`src/rtl/eca_pkg.sv`:
```
// Shared opcodes and controller state encoding for the ECA run
// controller and the cell array it drives.
package eca_pkg;

    localparam logic [1:0] OP_INIT = 2'd0;
    localparam logic [1:0] OP_STEP = 2'd1;
    localparam logic [1:0] OP_HOLD = 2'd2;

    typedef enum logic [2:0] {
        IDLE,
        LOAD,
        CAPT,
        STEP,
        DRAIN
    } state_e;

    // The array only moves in LOAD and STEP; every other state freezes it.
    function automatic logic [1:0] state_op(state_e s);
        logic [1:0] o;
        o = OP_HOLD;
        unique case (1'b1)
            s == LOAD: o = OP_INIT;
            s == STEP: o = OP_STEP;
            default:   o = OP_HOLD;
        endcase
        return o;
    endfunction

endpackage

```
`src/rtl/eca_run_ctrl_if.sv`:
```
// Row stream from the run controller: FIFO head plus valid/ready.
// The producer side is master, the row consumer is slave.
interface eca_run_ctrl_if #(
    parameter int WIDTH = 8
);

    logic [WIDTH-1:0] row_data;
    logic             row_last;
    logic             row_valid;
    logic             row_ready;

    modport master (
        output row_data,
        output row_last,
        output row_valid,
        input  row_ready
    );

    modport slave (
        input  row_data,
        input  row_last,
        input  row_valid,
        output row_ready
    );

endinterface

```
`src/rtl/eca_row_fifo.sv`:
```
// First-word-fall-through row buffer with full/empty/count.
// Head entry is visible on dout_o while the FIFO is not empty.
module eca_row_fifo #(
    parameter int DW    = 9,
    parameter int DEPTH = 4
) (
    input  logic                       clk,
    input  logic                       rst_n,
    input  logic                       push_i,
    input  logic [DW-1:0]              din_i,
    input  logic                       pop_i,
    output logic [DW-1:0]              dout_o,
    output logic                       full_o,
    output logic                       empty_o,
    output logic [$clog2(DEPTH):0]     count_o
);

    localparam int AW = $clog2(DEPTH);
    localparam int CW = AW + 1;

    logic [DW-1:0] mem_q [DEPTH];
    logic [AW-1:0] wr_q;
    logic [AW-1:0] rd_q;
    logic [CW-1:0] cnt_q;
    logic          do_push;
    logic          do_pop;

    assign full_o  = (cnt_q == CW'(DEPTH));
    assign empty_o = (cnt_q == '0);
    assign count_o = cnt_q;
    assign dout_o  = mem_q[rd_q];
    assign do_push = push_i && !full_o;
    assign do_pop  = pop_i && !empty_o;

    always_ff @(posedge clk or negedge rst_n) begin
        if (!rst_n) begin
            for (int i = 0; i < DEPTH; i++) begin
                mem_q[i] <= '0;
            end
            wr_q  <= '0;
            rd_q  <= '0;
            cnt_q <= '0;
        end else begin
            assert (!(push_i && full_o));
            if (do_push) begin
                mem_q[wr_q] <= din_i;
                wr_q        <= wr_q + 1'b1;
            end
            if (do_pop) begin
                rd_q <= rd_q + 1'b1;
            end
            cnt_q <= cnt_q + CW'(do_push) - CW'(do_pop);
        end
    end

endmodule

```
`src/rtl/eca_run_ctrl.sv`:
```
// Self-timed multi-generation run controller for the ECA cell ring,
// buffering one row per generation and streaming rows downstream.
module eca_run_ctrl
    import eca_pkg::*;
#(
    parameter int WIDTH = 8,
    parameter int GEN_W = 8,
    parameter int DEPTH = 4
) (
    input  logic             clk,
    input  logic             rst_n,
    input  logic             start,
    input  logic [WIDTH-1:0] seed,
    input  logic [7:0]       rule_in,
    input  logic [GEN_W-1:0] num_gens,
    output logic             busy,
    output logic             done,
    output logic [1:0]       op,
    output logic [WIDTH-1:0] init_state,
    output logic [7:0]       rule,
    input  logic [WIDTH-1:0] ca_state,
    eca_run_ctrl_if.master   row
);

    localparam int CW = $clog2(DEPTH) + 1;

    state_e           state_q, state_d;
    logic [WIDTH-1:0] init_q, init_d;
    logic [7:0]       rule_q, rule_d;
    logic [GEN_W-1:0] ngen_q, ngen_d;
    logic [GEN_W-1:0] gen_q, gen_d;
    logic             busy_q, busy_d;
    logic             done_q, done_d;

    logic             push;
    logic             is_last;
    logic             fifo_full;
    logic             fifo_empty;
    logic [CW-1:0]    fifo_cnt;
    logic [WIDTH:0]   fifo_dout;

    // Compare happens before the increment, so gen_q never wraps.
    assign is_last = (gen_q == ngen_q);

    always_ff @(posedge clk or negedge rst_n) begin
        if (!rst_n) begin
            state_q <= IDLE;
            init_q  <= '0;
            rule_q  <= '0;
            ngen_q  <= '0;
            gen_q   <= '0;
            busy_q  <= 1'b0;
            done_q  <= 1'b0;
        end else begin
            assert (fifo_cnt <= CW'(DEPTH));
            state_q <= state_d;
            init_q  <= init_d;
            rule_q  <= rule_d;
            ngen_q  <= ngen_d;
            gen_q   <= gen_d;
            busy_q  <= busy_d;
            done_q  <= done_d;
        end
    end

    always_comb begin
        state_d = state_q;
        init_d  = init_q;
        rule_d  = rule_q;
        ngen_d  = ngen_q;
        gen_d   = gen_q;
        busy_d  = busy_q;
        done_d  = 1'b0;
        push    = 1'b0;
        unique case (state_q)
            IDLE: begin
                if (start) begin
                    init_d  = seed;
                    rule_d  = rule_in;
                    ngen_d  = num_gens;
                    gen_d   = '0;
                    busy_d  = 1'b1;
                    state_d = LOAD;
                end
            end
            LOAD: state_d = CAPT;
            CAPT: begin
                if (!fifo_full) begin
                    push    = 1'b1;
                    state_d = is_last ? DRAIN : STEP;
                end
            end
            STEP: begin
                gen_d   = gen_q + 1'b1;
                state_d = CAPT;
            end
            DRAIN: begin
                if (fifo_empty) begin
                    done_d  = 1'b1;
                    busy_d  = 1'b0;
                    state_d = IDLE;
                end
            end
            default: state_d = IDLE;
        endcase
    end

    assign op         = state_op(state_q);
    assign busy       = busy_q;
    assign done       = done_q;
    assign init_state = init_q;
    assign rule       = rule_q;

    eca_row_fifo #(
        .DW    (WIDTH + 1),
        .DEPTH (DEPTH)
    ) u_fifo (
        .clk     (clk),
        .rst_n   (rst_n),
        .push_i  (push),
        .din_i   ({ca_state, is_last}),
        .pop_i   (row.row_ready),
        .dout_o  (fifo_dout),
        .full_o  (fifo_full),
        .empty_o (fifo_empty),
        .count_o (fifo_cnt)
    );

    assign row.row_data  = fifo_dout[WIDTH:1];
    assign row.row_last  = fifo_dout[0] && !fifo_empty;
    assign row.row_valid = !fifo_empty;

endmodule

```
`src/flat_wrapper.sv`:
```
// flat-port wrapper written by rule: the top's interface ports become plain ports
module eca_run_ctrl_flat import eca_pkg::*;
#(
    parameter int WIDTH = 8,
    parameter int GEN_W = 8,
    parameter int DEPTH = 4
)
  (clk, rst_n, start, seed, rule_in, num_gens, busy, done, op, init_state, rule, ca_state, row_row_data, row_row_last, row_row_valid, row_row_ready);
  eca_run_ctrl_if #(.WIDTH(WIDTH)) row_i ();
  input  logic clk;
  input  logic rst_n;
  input  logic start;
  input  logic [WIDTH-1:0] seed;
  input  logic [7:0] rule_in;
  input  logic [GEN_W-1:0] num_gens;
  output logic busy;
  output logic done;
  output logic [1:0] op;
  output logic [WIDTH-1:0] init_state;
  output logic [7:0] rule;
  input  logic [WIDTH-1:0] ca_state;
  output wire logic [$bits(row_i.row_data)-1:0] row_row_data;
  output wire logic [$bits(row_i.row_last)-1:0] row_row_last;
  output wire logic [$bits(row_i.row_valid)-1:0] row_row_valid;
  input wire logic [$bits(row_i.row_ready)-1:0] row_row_ready;
  assign row_row_data = row_i.row_data;
  assign row_row_last = row_i.row_last;
  assign row_row_valid = row_i.row_valid;
  assign row_i.row_ready = row_row_ready;
  eca_run_ctrl #(.WIDTH(WIDTH), .GEN_W(GEN_W), .DEPTH(DEPTH)) u_core (.clk(clk), .rst_n(rst_n), .start(start), .seed(seed), .rule_in(rule_in), .num_gens(num_gens), .busy(busy), .done(done), .op(op), .init_state(init_state), .rule(rule), .ca_state(ca_state), .row(row_i));
endmodule
```
`config.mk`:
```
export PLATFORM = sky130hd
export DESIGN_NAME = eca_run_ctrl_flat
export DESIGN_NICKNAME = d
export VERILOG_FILES = /design/src/rtl/eca_pkg.sv /design/src/rtl/eca_run_ctrl_if.sv /design/src/rtl/eca_row_fifo.sv /design/src/rtl/eca_run_ctrl.sv /design/src/flat_wrapper.sv
export SDC_FILE = /design/constraint.sdc
export NUM_CORES = 1
export LEC_CHECK = 0
export ABC_AREA = 1
export BUFFER_PORTS_ARGS = -buffer_cell sky130_fd_sc_hd__buf_2
export CELL_PAD_IN_SITES_DETAIL_PLACEMENT = 1
export CELL_PAD_IN_SITES_GLOBAL_PLACEMENT = 2
export CORE_MARGIN = 8
export CORE_UTILIZATION = 35
export DETAILED_ROUTE_END_ITERATION = 10
export GPL_TIMING_DRIVEN = 0
export PLACE_DENSITY_LB_ADDON = 0.08
export SLEW_MARGIN = 40
export SYNTH_ARGS = -nofsm -noshare
export SYNTH_HDL_FRONTEND = slang
export SYNTH_SLANG_ARGS = --single-unit
```
`constraint.sdc`:
```
create_clock -name clk -period 6 [get_ports clk]
set_clock_uncertainty 0.05 [all_clocks]
set_input_delay 1.2 -clock clk [delete_from_list [all_inputs] [get_ports clk]]
set_output_delay 1.2 -clock clk [all_outputs]
set_load 0.05 [all_outputs]
```
==> results.py <==
metrics = {
    "timing": {
        "min_period_over_period_pct": 55.1,
        "post-route-min-period_ns": 3.30,
        "tns_ns": 0,
        "timing.hold.ws_ns": 0.420,
        "max_slew_margin_pct": 64.1,
        "final-setup-viol-count": 0,
        "tightest_slew_ns": 0.538,
        "slew_viol_final": 0,
        "rsz0062_at_grt": "no",
        "max_freq_ghz": 0.303,
        "finalHoldViolCount": 0,
    },
    "yosys": {
        "synthTopCellsByArea": "dfrtp_1, nand2_1, o21ai_0",
        "synth.most_common_cell": "nand2_1",
        "ys_async_sr_fraction_pct": 100,
        "yosysSeqAreaShare_pct": 54.2,
        "yosysWarningCount": 0,
        "syn_inst": 451,
        "syn_area_um2": 3690,
        "synth-edff-count": 0,
        "synthFlopType": "dfrtp_1",
        "synth_top_area_share_pct": 54.2,
        "synth_area_leader_cell": "dfrtp_1",
        "synthesis.nets": 495,
        "postSynthAreaPerCell_um2": 8.18,
        "ys_ff_latch": 80,
        "synthTopCellsByCount": "nand2_1, dfrtp_1, nor2_1, o21ai_0, inv_1",
        "synth_cell_types": 27,
    },
    "setup_path": {
        "end_kind": "output pin",
        "crit_required_ns": 4.75,
        "critPathLaunchType": "register",
        "critical_path_class": "register to output pin",
        "crit_fanout": 10,
        "reg2reg_setup_slack_ns": 3.88,
        "worstPathArrival_ns": 2.05,
    },
    "place": {
        "placed_cell_area_um2": 4210,
        "hpwl_mm": 7.11,
        "dp_cells": 653,
        "place_congestion": 0.770,
        "port_buffers": 65,
    },
    "grt": {
        "grt_overflow_total": 0,
        "grt_max_degree": 43,
        "antenna_found_initial": 0,
        "grt_first_pass_wirelength_mm": 17.3,
        "track_usage_pct": 15.3,
        "grt_pass1_vias": 3450,
    },
    "detailed_routing": {
        "wl_per_cell_um": 14.9,
        "route.detailed.drc": 0,
        "drtIter0Drc": 147,
        "via_per_inst": 4.66,
        "first_pass_iters": 4,
        "finalWirelength_mm": 10.0,
        "ant_nets": 0,
        "via_count": 3116,
    },
    "finish": {
        "layout-drive-gt1-share_pct": 20.6,
        "antenna_cells": 0,
        "fin_cells": 669,
        "design_area_um2": 4410,
        "syn2layout_area_growth_pct": 19.5,
        "fin_util_pct": 42.9,
        "finalNetCount": 572,
    },
    "cts": {
        "clockRootBuffer": "clkbuf_8",
        "h-tree-depth": 3,
        "clk_latency_ns": 0.36,
        "numClockSinks": 80,
        "cts_tree": "yes",
        "cts_setup_buffers": 0,
        "numCtsBuffers": 9,
        "clk_path_buf_depth": 2,
        "postCtsHoldBufs": 0,
        "post_cts_resized": 0,
        "clk_pin_slew_ns": 0.08,
    },
    "job": {
        "drv_cap": 0,
    },
    "floorplan": {
        "fp-row-count": 37,
        "coreArea_um2": 10300,
        "die_w_um": 119,
        "ios": 66,
        "die_area_um2": 14100,
        "start_util_pct": 35.9,
        "die_h_um": 119,
    },
    "power": {
        "powerDensity_nw_per_um2": 617,
        "netSwitchingFraction_pct": 49.4,
        "p_int_w": 0.00138,
        "switching_power_w": 0.00134,
        "p_leak_nw": 2.39,
        "seq_power_share_pct": 33.9,
        "power_frac_comb_pct": 50.9,
        "clkPwrFrac_pct": 15.2,
        "ir_drop_v": 0.000210,
    },
    "hold_path": {
        "hold_path.class": "register to register",
    },
    "run_status": {
        "status": "finished clean",
    },
}
[path summary, 6_finish.rpt]
check,cells after the start,to,start
setup / recovery,5,row_row_data[6],u_core.u_fifo.rd_q[0]
hold / removal,2,u_core.init_state[4],u_core.init_state[4]
setup reg to reg,8,u_core.u_fifo.count_o[2],u_core.state_q[2]
hold reg to reg,2,u_core.init_state[4],u_core.init_state[4]
max in group asynchronous,2,u_core.gen_q[2],rst_n
min in group asynchronous,1,u_core.u_fifo.mem_q[32],rst_n
[through the flow]
stage          power [W]  setup slack (ns)
6_report         0.00272              2.70
5_1_grt          0.00295              2.53
4_1_cts          0.00277              2.62
3_5_place_dp     0.00235              3.03
3_3_place_gp     0.00230              2.91
2_1_floorplan    0.00196              2.68
[state kept, by name, indices dropped and copies added, names as in the netlist]
register and flops:
u_core.u_fifo.mem_q 36, u_core.state_q 3, u_core.init_state 8, u_core.u_fifo.rd_q 2
u_core.u_fifo.wr_q 2, u_core.ngen_q 8, u_core.busy 1, u_core.gen_q 8
u_core.done 1, u_core.u_fifo.count_o 3, u_core.rule 8
[logic make-up after synthesis]
logic type,count (synthesis),share of synthesized area (%)
AOI/OAI and AO/OA,52,7.80
xor gates and xnor gates,6,1.42
adders and majority gates,8,2.92
buffers and inverters,49,6.07
DFF,80,54.2
and+or+nand+nor,256,27.6
[placed cells by master, fill, tap and decap left out, types with 2 or more instances in the layout]
master	count
dfrtp_1	80
a21oi_1	4
o21ai_2	3
ha_1	7
nand3_1	9
o21ai_0	32
nand2_2	3
nor2_2	3
o21ai_1	2
inv_2	7
nand2_4	2
o22ai_1	9
buf_2	70
xor2_1	3
clkbuf_8	11
clkbuf_1	5
nand2_1	205
nor2_1	32
xnor2_1	3
inv_1	27
buf_6	5
clkinv_2	2
[power groups by stage]
stage,Sequential [W],Clock (W),Combinational (W)
2_1_floorplan,0.00108,0,0.000878
3_3_place_gp,0.000921,0,0.00138
3_5_place_dp,0.000931,0,0.00141
4_1_cts,0.000922,0.000430,0.00142
5_1_grt,0.000954,0.000450,0.00155
6_report,0.000922,0.000413,0.00139
[per-layer routing]
metal,share of wire [%],GRT usage [%],vias to the layer above
li1,-,-,1546
met1,45,18.5,1500
met2,47,24.6,56
met3,5.2,4.00,14
met4,2.4,7.83,0
met5,0,0,-
[area by class of cell]
class	count	area [um^2]
clock buffers	13	159
repair buffers	66	352
inverters	36	138
well taps	136	170
multi-input cells	322	1470
flip-flops and latches	80	2000
fillers	1301	5870
plain buffers	13	86.3
clock inverters	3	40.0
[worst max-delay path, cell delays in order, from the launching register on]
cell and delay [ns]:
dfrtp_1 0.35, clkbuf_1 0.39, buf_2 0.35, o21ai_0 0.13
o22ai_1 0.17, buf_2 0.28
(Power assumes the default switching activity.)
